[src/rtl/color_pkg.sv]
// color_pkg: color state encoding and the advance order shared by the cycler
package color_pkg;

    typedef enum logic [1:0] {
        OFF   = 2'd0,
        RED   = 2'd1,
        GREEN = 2'd2,
        BLUE  = 2'd3
    } color_t;

    function automatic color_t next_color(input color_t c);
        return color_t'(c + 2'd1);
    endfunction

endpackage

[src/rtl/button_debouncer.sv]
// button_debouncer: 2-flop synchronizer plus counting debounce with a rising-edge pulse
module button_debouncer #(
    parameter int DEBOUNCE_CYCLES = 1000
) (
    input  logic clk,
    input  logic rst,
    input  logic button,
    output logic debounced,
    output logic rise_pulse
);

    localparam logic [15:0] LAST = 16'(DEBOUNCE_CYCLES - 1);

    logic [1:0]  sync;
    logic [15:0] cnt;

    // synchronize, then accept a new level only after it has differed for DEBOUNCE_CYCLES cycles
    always_ff @(posedge clk or negedge rst) begin
        if (!rst) begin
            sync       <= '0;
            cnt        <= '0;
            debounced  <= 1'b0;
            rise_pulse <= 1'b0;
        end else begin
            sync       <= {sync[0], button};
            rise_pulse <= 1'b0;
            if (sync[1] == debounced) cnt <= '0;
            else if (cnt == LAST) begin
                cnt        <= '0;
                debounced  <= sync[1];
                rise_pulse <= sync[1];
            end else cnt <= cnt + 16'd1;
        end
    end

endmodule

[src/rtl/button_color_cycler.sv]
// button_color_cycler: push-button color cycler with PWM LEDs; LONG_PRESS_EN adds hold-to-off
module button_color_cycler
    import color_pkg::*;
#(
    parameter int N               = 8,
    parameter int DEBOUNCE_CYCLES = 1000,
    parameter int LONG_CYCLES     = 50_000_000
) (
    input  logic         clk,
    input  logic         rst,
    input  logic         ena,
    input  logic         button,
    input  logic [N-1:0] brightness,
    output color_t       state,
    output logic         pressed,
    output logic         led_r,
    output logic         led_g,
    output logic         led_b
);

    logic         debounced;
    logic         rise;
    logic         long_hit;
    logic [N-1:0] pwm_cnt;

    button_debouncer #(.DEBOUNCE_CYCLES(DEBOUNCE_CYCLES)) u_debouncer (
        .clk        (clk),
        .rst        (rst),
        .button     (button),
        .debounced  (debounced),
        .rise_pulse (rise)
    );

`ifdef LONG_PRESS_EN
    localparam int            LW        = $clog2(LONG_CYCLES) + 1;
    localparam logic [LW-1:0] LONG_LAST = LW'(LONG_CYCLES - 1);

    logic [LW-1:0] long_cnt;

    assign long_hit = debounced && (long_cnt == LONG_LAST - LW'(1));

    // count the debounced hold, saturating so the forced OFF fires once per hold
    always_ff @(posedge clk or negedge rst) begin
        if (!rst) long_cnt <= '0;
        else if (!debounced) long_cnt <= '0;
        else if (long_cnt != LONG_LAST) long_cnt <= long_cnt + LW'(1);
    end
`else
    logic unused_long;
    assign unused_long = ^LONG_CYCLES;
    assign long_hit    = 1'b0;
`endif

    // color FSM: advance on each accepted press, long hold forces OFF
    always_ff @(posedge clk or negedge rst) begin
        if (!rst) begin
            state   <= OFF;
            pressed <= 1'b0;
        end else begin
            pressed <= rise;
            state   <= long_hit ? OFF : rise ? next_color(state) : state;
        end
    end

    // free-running PWM counter, frozen while disabled
    always_ff @(posedge clk or negedge rst) begin
        if (!rst) pwm_cnt <= '0;
        else if (ena) pwm_cnt <= pwm_cnt + N'(1);
    end

    // LED drive: only the active color lights, for the first brightness counts of each period
    always_ff @(posedge clk or negedge rst) begin
        if (!rst) begin
            led_r <= 1'b0;
            led_g <= 1'b0;
            led_b <= 1'b0;
        end else if (ena) begin
            led_r <= (state == RED)   && (pwm_cnt < brightness);
            led_g <= (state == GREEN) && (pwm_cnt < brightness);
            led_b <= (state == BLUE)  && (pwm_cnt < brightness);
        end
    end

endmodule
[config.mk]
export PLATFORM = sky130hd
export DESIGN_NAME = button_color_cycler
export DESIGN_NICKNAME = d
export VERILOG_FILES = /design/src/rtl/color_pkg.sv /design/src/rtl/button_debouncer.sv /design/src/rtl/button_color_cycler.sv
export SDC_FILE = /design/constraint.sdc
export NUM_CORES = 1
export LEC_CHECK = 0
export ABC_AREA = 1
export CAP_MARGIN = 0
export CORE_AREA = 2 2 63 59
export DETAILED_ROUTE_END_ITERATION = 10
export DIE_AREA = 0 0 65 61
export PLACE_DENSITY_LB_ADDON = 0.08
export SLEW_MARGIN = 0
export SYNTH_ARGS = -nofsm -noshare
export SYNTH_HDL_FRONTEND = slang
export SYNTH_SLANG_ARGS = --single-unit
export TNS_END_PERCENT = 100
[constraint.sdc]
create_clock -name clk -period 2.56 [get_ports clk]
set_clock_uncertainty 0.1 [all_clocks]
set_input_delay 0.512 -clock clk [delete_from_list [all_inputs] [get_ports clk]]
set_output_delay 0.512 -clock clk [all_outputs]
set_load 0.1 [all_outputs]
==> Word-level counts from Yosys, hierarchy flattened <==
Cells that the tools add are included.
{ "totals": {"reg_bits": 34, "output_inout_bits": 6} }
{ "classes": {"magnitude_cmp": 1, "reduce_logical": 4, "eq_ne": 5, "bitwise_logic": 1, "mux": 4, "add_sub_neg": 3} }
{ "op_table": {"columns": ["operator", "count"], "rows": [
  ["$mux W16", 2],
  ["$add A16 B1 Y16 const B", 1],
  ["$eq A16 B10 Y1 const B", 1],
  ["$add A8 B1 Y8 const B", 1],
  ["$lt A8 B8 Y1", 1],
  ["$eq A2 B2 Y1 const B", 2],
  ["$logic_and A1 B1 Y1", 3],
  ["$add A2 B1 Y2 const B", 1],
  ["$eq A2 B1 Y1 const B", 1],
  ["$mux W1", 2],
  ["$reduce_and A2 Y1", 1],
  ["$eq A1 B1 Y1", 1],
  ["$not A1 Y1", 1]
]} }

==> Logic depth before layout (Yosys ltp) <==
Gate-level depths: netlist (run 1).
{ "logic_depth": {"word_depth": 3, "depth_mapped": 9, "depth_no_buf": 9} }

==> By module <==
From an unflattened synthesis (run 1), not the netlist that was laid out.
{ "unflattened": {"hier_cells": 225, "area_unflattened_um2": 1865.5} }
{ "by_module_without_submodules": {"columns": ["module", "area_per_inst_um2", "cells_per_inst", "seq_area_each_um2", "n_inst"], "rows": [
  ["button_debouncer", 1018.5, 128, 500.5, 1],
  ["button_color_cycler", 847.1, 97, 350.3, 1]
]} }

==> Worst setup path after synthesis (run 1) <==
No wires, ideal clock.
{ "synth_path": {"path_kind": "reg-to-reg", "startpoint": "register state[0]", "endpoint": "register led_g", "t_required_ps": 2340, "path_stages_with_launch": 7, "n_path_buf": 0, "arrival_time_ps": 1469, "path_slack_ps": 872, "period_less_slack_ps": 1688, "cell_sequence": "dfrtp_1 -> inv_1 -> ha_1 -> nand2_1 -> inv_1 -> nand3_1 -> nand2_1"} }
{ "synth_between": {"elab_chain_len": 2} }
{ "synth_rtl": {"columns": ["item", "line", "rtl"], "rows": [
  ["start, declared", "button_color_cycler.sv:14", "output color_t state,"],
  ["start signal, assigned", "button_color_cycler.sv:61", "state <= long_hit ? OFF : rise ? next_color(state) : state;"],
  ["$eq A2 B2 Y1", "button_color_cycler.sv:79", "led_g <= (state == GREEN) && (pwm_cnt < brightness);"],
  ["$logic_and A1 B1 Y1", "button_color_cycler.sv:79", null],
  ["end signal, assigned", "button_color_cycler.sv:79", null],
  ["end, declared", "button_color_cycler.sv:17", "output logic led_g,"]
]} }
Every way passes these cells.
A chain may end at the register's enable or synchronous reset.

==> reports/summary.txt, run 1 <==
status = complete, no violations
initial antenna violation count = 0
net switching power = 0.394 mW
Sw Share = 29.9%
Avg Cell Area, Syn = 8.74 sq um
RSZ-0062 raised after global routing = no
Placer Congestion = 0.855
Hold Crit Class = reg2reg
CP Launch Type = primary input
Starting Density = 57.6%
port bufs = 17
worst-margin pin slew = 0.427 ns
post-DR wirelength/cell = 12.2 um
die width = 65 um
critical path type = in2reg
CP max FO = 7
Post-route DRC = 0
CP endpoint kind = flop
final hold vios = 0
final design utilization = 66.8%
combinational share of power = 18.6%
Flop pwr share = 50.7%
max cap viols = 0
root buffer cell = clkbuf_8
CTS Hold Bufs = 0
Vias = 1,441
number of global-route vias before repair = 1,311
first-iteration detailed-routing DRC count = 66
share of cells above drive strength 1 = 14.5%
Die Ht = 61 um
core area = 3280 sq um
Seq cells post-synth = 34
CTS tree = done
Netlist cell types = 27
Cells after Synth = 216
min Tclk post-route = 1.72 ns
first-pass GRT wire length = 5.95 mm
YS warnings = 0
# diodes = 0
final setup fails = 0
Mapped Area = 1890 sq um
leakage = 1.11 nW
Cell Pwr Density = 601 nW/um^2
routed wire length = 3.49 mm
die area = 3970 sq um
Pint = 0.921 mW
largest net degree at the start of global routing = 35
Design Power = 1.31 mW
Nets = 264
Setup TNS = 0 ns
Max Root-Sink Buffers = 2
Overflow after GRT = 0
CTS Buf Count = 5
Clk Latency, worst-skew pair = 0.28 ns
post-route antenna net violation count = 0
CTS resizes = 0
H-tree depth = 2
Rows = 20
Max-slew headroom = 71.6%
Max VDD drop = 0.518 mV
vias per inst = 5.06
Clk pwr share = 30.8%
dpl ws = 0.530 ns
sequential fraction of the synthesis area = 45.1%
area grow syn2layout = 16.0%
gr usage total = 20.4%
Max Fclk = 581 MHz
# Post-CTS Setup Buffers = 0
Tcrit/Tclk final = 67.2%
Worst EP required = 2.63 ns
fin worst setup slack = 0.840 ns
# clock sinks = 34
Post-Syn Nets = 240
I/O pins = 18
Clock Pin Slew Worst Setup and Hold Paths = 0.07 ns
TritonRoute pass-1 iters = 5
Crit path arrival time = 1.79 ns
Pins Over Slew Limit = 0
Final HPWL DP = 2.64 mm
-- synthesized netlist by cell type, drive strengths merged --
| cell | n | area (sq um) |
|---|---|---|
| nand2 | 52 | 210 |
| inv | 35 | 131 |
| dfrtp | 34 | 851 |
| nor2 | 33 | 159 |
| xor2 | 13 | 121 |
| ha | 12 | 150 |
| nand3 | 11 | 55.1 |
| a21oi | 6 | 30.0 |
| nor3 | 5 | 57.6 |
| nand4 | 4 | 31.3 |
| xnor2 | 3 | 26.3 |
| nor3b | 2 | 25.0 |
| o21ai | 2 | 10.0 |
| a31oi | 1 | 6.26 |
| buf | 1 | 7.51 |
| o21a | 1 | 7.51 |
| o21bai | 1 | 7.51 |
-- cells by family (layout without fill, tap and decap cells) --
kind of cell / after synthesis / after routing / synth area share (%)
AND/OR/NAND/NOR: 107 / 107 / 28.5
flip-flops: 34 / 34 / 45.1
buffers and inverters: 36 / 61 / 7.36
XOR/XNOR: 16 / 16 / 7.83
AO/OA/AOI/OAI: 11 / 11 / 3.25
adder cells (fa/ha/maj): 12 / 12 / 7.96
-- critical path: stages --
cell and delay [ns]:
clkdlybuf4s50_1 0.60, inv_1 0.16, nor3_4 0.23, nand4_1 0.13, xor2_1 0.16
-- cells in the final DEF, fill, tap and decap left out, types with 3 or more instances in the layout --
cell type	count
nand2_1	48
dfrtp_1	34
inv_1	32
nor2_1	27
xor2_1	12
ha_1	12
nand3_1	11
clkdlybuf4s50_1	11
buf_4	7
a21oi_1	6
clkbuf_8	6
nor2_4	4
inv_2	3
nand2_2	3
nand4_1	3
xnor2_1	3
-- power by group through the flow --
stage	registers [mW]	clock network, mW	logic [mW]
3_3_place_gp	0.671	0	0.235
4_1_cts	0.667	0.407	0.249
6_report	0.666	0.405	0.244
3_5_place_dp	0.676	0	0.248
2_1_floorplan	0.652	0	0.184
5_1_grt	0.673	0.443	0.292
-- layer usage --
metal / share of wire (%) / GRT usage [%]
met2: 46 / 32.4
met5: 0 / 0
met1: 48 / 28.1
met3: 4.0 / 4.45
met4: 1.0 / 7.29
-- sequential cells by signal, indices dropped and copies added, names as in the netlist --
signal / count
pressed: 1
led_r: 1
u_debouncer.rise_pulse: 1
pwm_cnt: 8
led_g: 1
u_debouncer.sync: 2
u_debouncer.debounced: 1
u_debouncer.cnt: 16
state: 2
led_b: 1
-- final cells by class --
class	instances	area, sq um
sequential	34	851
tap	44	55.1
multi-input combinational	146	897
clock inverter	1	5.00
inverter	35	131
fill	280	1090
timing repair buffer	18	163
clock buffer	7	86.3
-- metrics by stage --
step	hold WS, ns	instances	cell area, sq um
finish	0.264	285	2190
global route	0.291	285	2190
CTS	0.265	285	2190
detailed placement	0.236	277	2100
global placement	0.242	277	2100
floorplan	0.116	216	1890
-- worst paths after layout --
| path | startpoint | end | slack, ns | depth (start not counted) |
|---|---|---|---|---|
| worst max-delay path | ena | pwm_cnt[7] | 0.84 | 5 |
| worst min register to register | u_debouncer.sync[0] | u_debouncer.sync[1] | 0.26 | 0 |
| min in group asynchronous | rst | led_r | 0.54 | 2 |
| worst max register to register | u_debouncer.cnt[0] | u_debouncer.cnt[8] | 1.00 | 6 |
| max in group asynchronous | rst | u_debouncer.cnt[10] | 1.51 | 2 |
| worst min-delay path | u_debouncer.sync[0] | u_debouncer.sync[1] | 0.26 | 0 |
Note: power is estimated with default switching activity, not from simulation.
==> run 2: changes to the inputs <==
- CORE_AREA: 2 2 63 59 -> 2 2 68 63
- DIE_AREA: 0 0 65 61 -> 0 0 70 65
- clock period: 2.56 -> 1.4 ns (I/O delays scaled with it)
==> run 2 against run 1 <==
Clock-buffer cell count decreased by 1; via count increased by 0.28%; clock power increased to 2.8 times the previous value; register-to-register slack got worse by 0.99 ns; largest power group unchanged; non-clock buffer count increased by 20; total power increased by 120%.
==> reports/summary.txt, run 2 (synthesis results as in run 1) <==
worst reg-to-reg path cell count = 4
leakage = 1.28 nW
die area = 4550 sq um
min Tclk post-route = 1.39 ns
Design Power = 2.94 mW
TritonRoute pass-1 iters = 4
Post-route DRC = 0
metal2 WL = 1.58 mm
Biggest register = u_debouncer.cnt
Clk Latency, worst-skew pair = 0.30 ns
Max-slew headroom = 78.7%
first-pass GRT wire length = 6.51 mm
most common cell after layout, fill and taps aside = nand2_1
fin worst setup slack = 0.00518 ns
Cell Pwr Density = 1100 nW/um^2
Hold Crit Class = in2async
combinational share of power = 19.7%
met1 wire length = 1.84 mm
dpl ws = -0.320 ns
CP Launch Type = flop
Starting Density = 48.3%
reg2reg start = u_debouncer.cnt[3]
CTS Hold Bufs = 0
root buffer cell = clkbuf_8
final hold vios = 0
port bufs = 17
crit path buf inv count = 0
net switching power = 0.801 mW
max cap viols = 0
worst-margin pin slew = 0.317 ns
Placer Congestion = 0.772
vias per inst = 4.68
Nets = 284
commonest non-fill, non-tap cells in the layout = nand2_1, inv_1, dfrtp_1, nor2_1, buf_4
# clock sinks = 34
area grow syn2layout = 41.6%
Rows = 22
Max VDD drop = 0.690 mV
die width = 70 um
gr usage total = 18.7%
Vias = 1,445
Max Used Layer = met4
critical path type = reg2reg
Tcrit/Tclk final = 99.6%
post-route antenna net violation count = 0
CP endpoint kind = flop
RSZ-0062 raised after global routing = yes
largest net degree at the start of global routing = 35
Setup TNS = 0 ns
Max Root-Sink Buffers = 2
Crit path largest cell delay = 0.41 ns
Final HPWL DP = 2.59 mm
Pins Over Slew Limit = 0
routed wire length = 3.67 mm
CP max FO = 7
post-DR wirelength/cell = 11.9 um
largest registers = u_debouncer.cnt: 16 flops, pwm_cnt: 8 flops
H-tree depth = 2
Pint = 2.14 mW
Clk pwr share = 38.6%
RR Endpoint = u_debouncer.cnt[8]
crit-path leading delay family = simple AND/OR/NAND/NOR gates
status = complete, no violations
I/O pins = 18
Max Fclk = 717 MHz
Crit path arrival time = 1.48 ns
share of cells above drive strength 1 = 33.3%
initial antenna violation count = 0
core area = 3910 sq um
CTS Buf Count = 5
Die Ht = 65 um
number of global-route vias before repair = 1,421
CTS tree = done
Flop pwr share = 41.8%
Worst EP required = 1.49 ns
Sw Share = 27.2%
Clock Pin Slew Worst Setup and Hold Paths = 0.07 ns
WL met3 = 165 um
Overflow after GRT = 0
# diodes = 0
worst-path cell chain = nor3_1 -> nand4_4 -> nand2_4 -> nor2_1
final setup fails = 0
max FFs per register = 16
slowest CP cell = dfrtp_1
Reg2Reg Setup Slack = 0.005 ns
first-iteration detailed-routing DRC count = 51
[run 2: cell count changes in the layout (fill, tap and decap cells not counted), sizes merged]
cell	previous run	this run
bufinv	0	2
buf	7	27
dlymetal6s2s	0	2
clkbuf	7	6
clkinv	1	0
clkdlybuf4s50	11	9
[run 2: power groups by stage]
stage	Sequential (mW)	Clock (mW)	Combinational, mW
2_1_floorplan	1.19	0	0.337
3_3_place_gp	1.22	0	0.471
3_5_place_dp	1.22	0	0.485
4_1_cts	1.21	1.16	0.515
5_1_grt	1.25	1.20	0.686
6_report	1.23	1.13	0.579
[run 2: metrics by stage]
stage	instance area [sq um]	util, %	cells	hold slack, ns
2_1_floorplan	1890	-	216	-0.116
3_3_place_gp	2310	59.2	297	0.234
3_5_place_dp	2310	59.2	297	0.236
4_1_cts	2520	64.6	307	0.260
5_1_grt	2670	68.3	309	0.270
6_report	2670	68.3	309	0.250
[run 2: layer usage]
metal / global-route usage, % / vias to the layer above
met4: 9.38 / 0
li1: - / 754
met1: 26.4 / 654
met3: 4.51 / 8
met2: 26.9 / 29
met5: 0 / -
[run 2: worst max path at each step]
stage                        from                   to  slack (ns)  depth (start not counted)
2_1_floorplan            state[0]                led_g        0.02                          6
3_3_place_gp        brightness[7]                led_g       -0.28                          7
3_5_place_dp        brightness[7]                led_g       -0.32                          7
4_1_cts        u_debouncer.cnt[0]  u_debouncer.cnt[14]       -0.01                          6
5_1_grt        u_debouncer.cnt[0]  u_debouncer.cnt[14]       -0.09                          6
6_report       u_debouncer.cnt[3]   u_debouncer.cnt[8]       0.005                          4
[run 2: timing repair]
item	4_1_cts	5_1_grt
resized for setup	8	33
pin swaps	8	23
endpoints found under the setup margin	14	21
buffers inserted	2	3
[run 2: area by class of cell]
class | count | area, sq um
clock buffer | 6 | 82.6
clock inverter | 2 | 60.1
fill | 327 | 1240
inverter | 35 | 134
multi-input combinational | 146 | 1060
sequential | 34 | 857
tap | 48 | 60.1
timing repair buffer | 38 | 413
[run 2: worst reg2reg max path: cells and delay by family (launching register included)]
family	cells	cell delay, ns
flops	1	0.41
simple gates	4	0.79
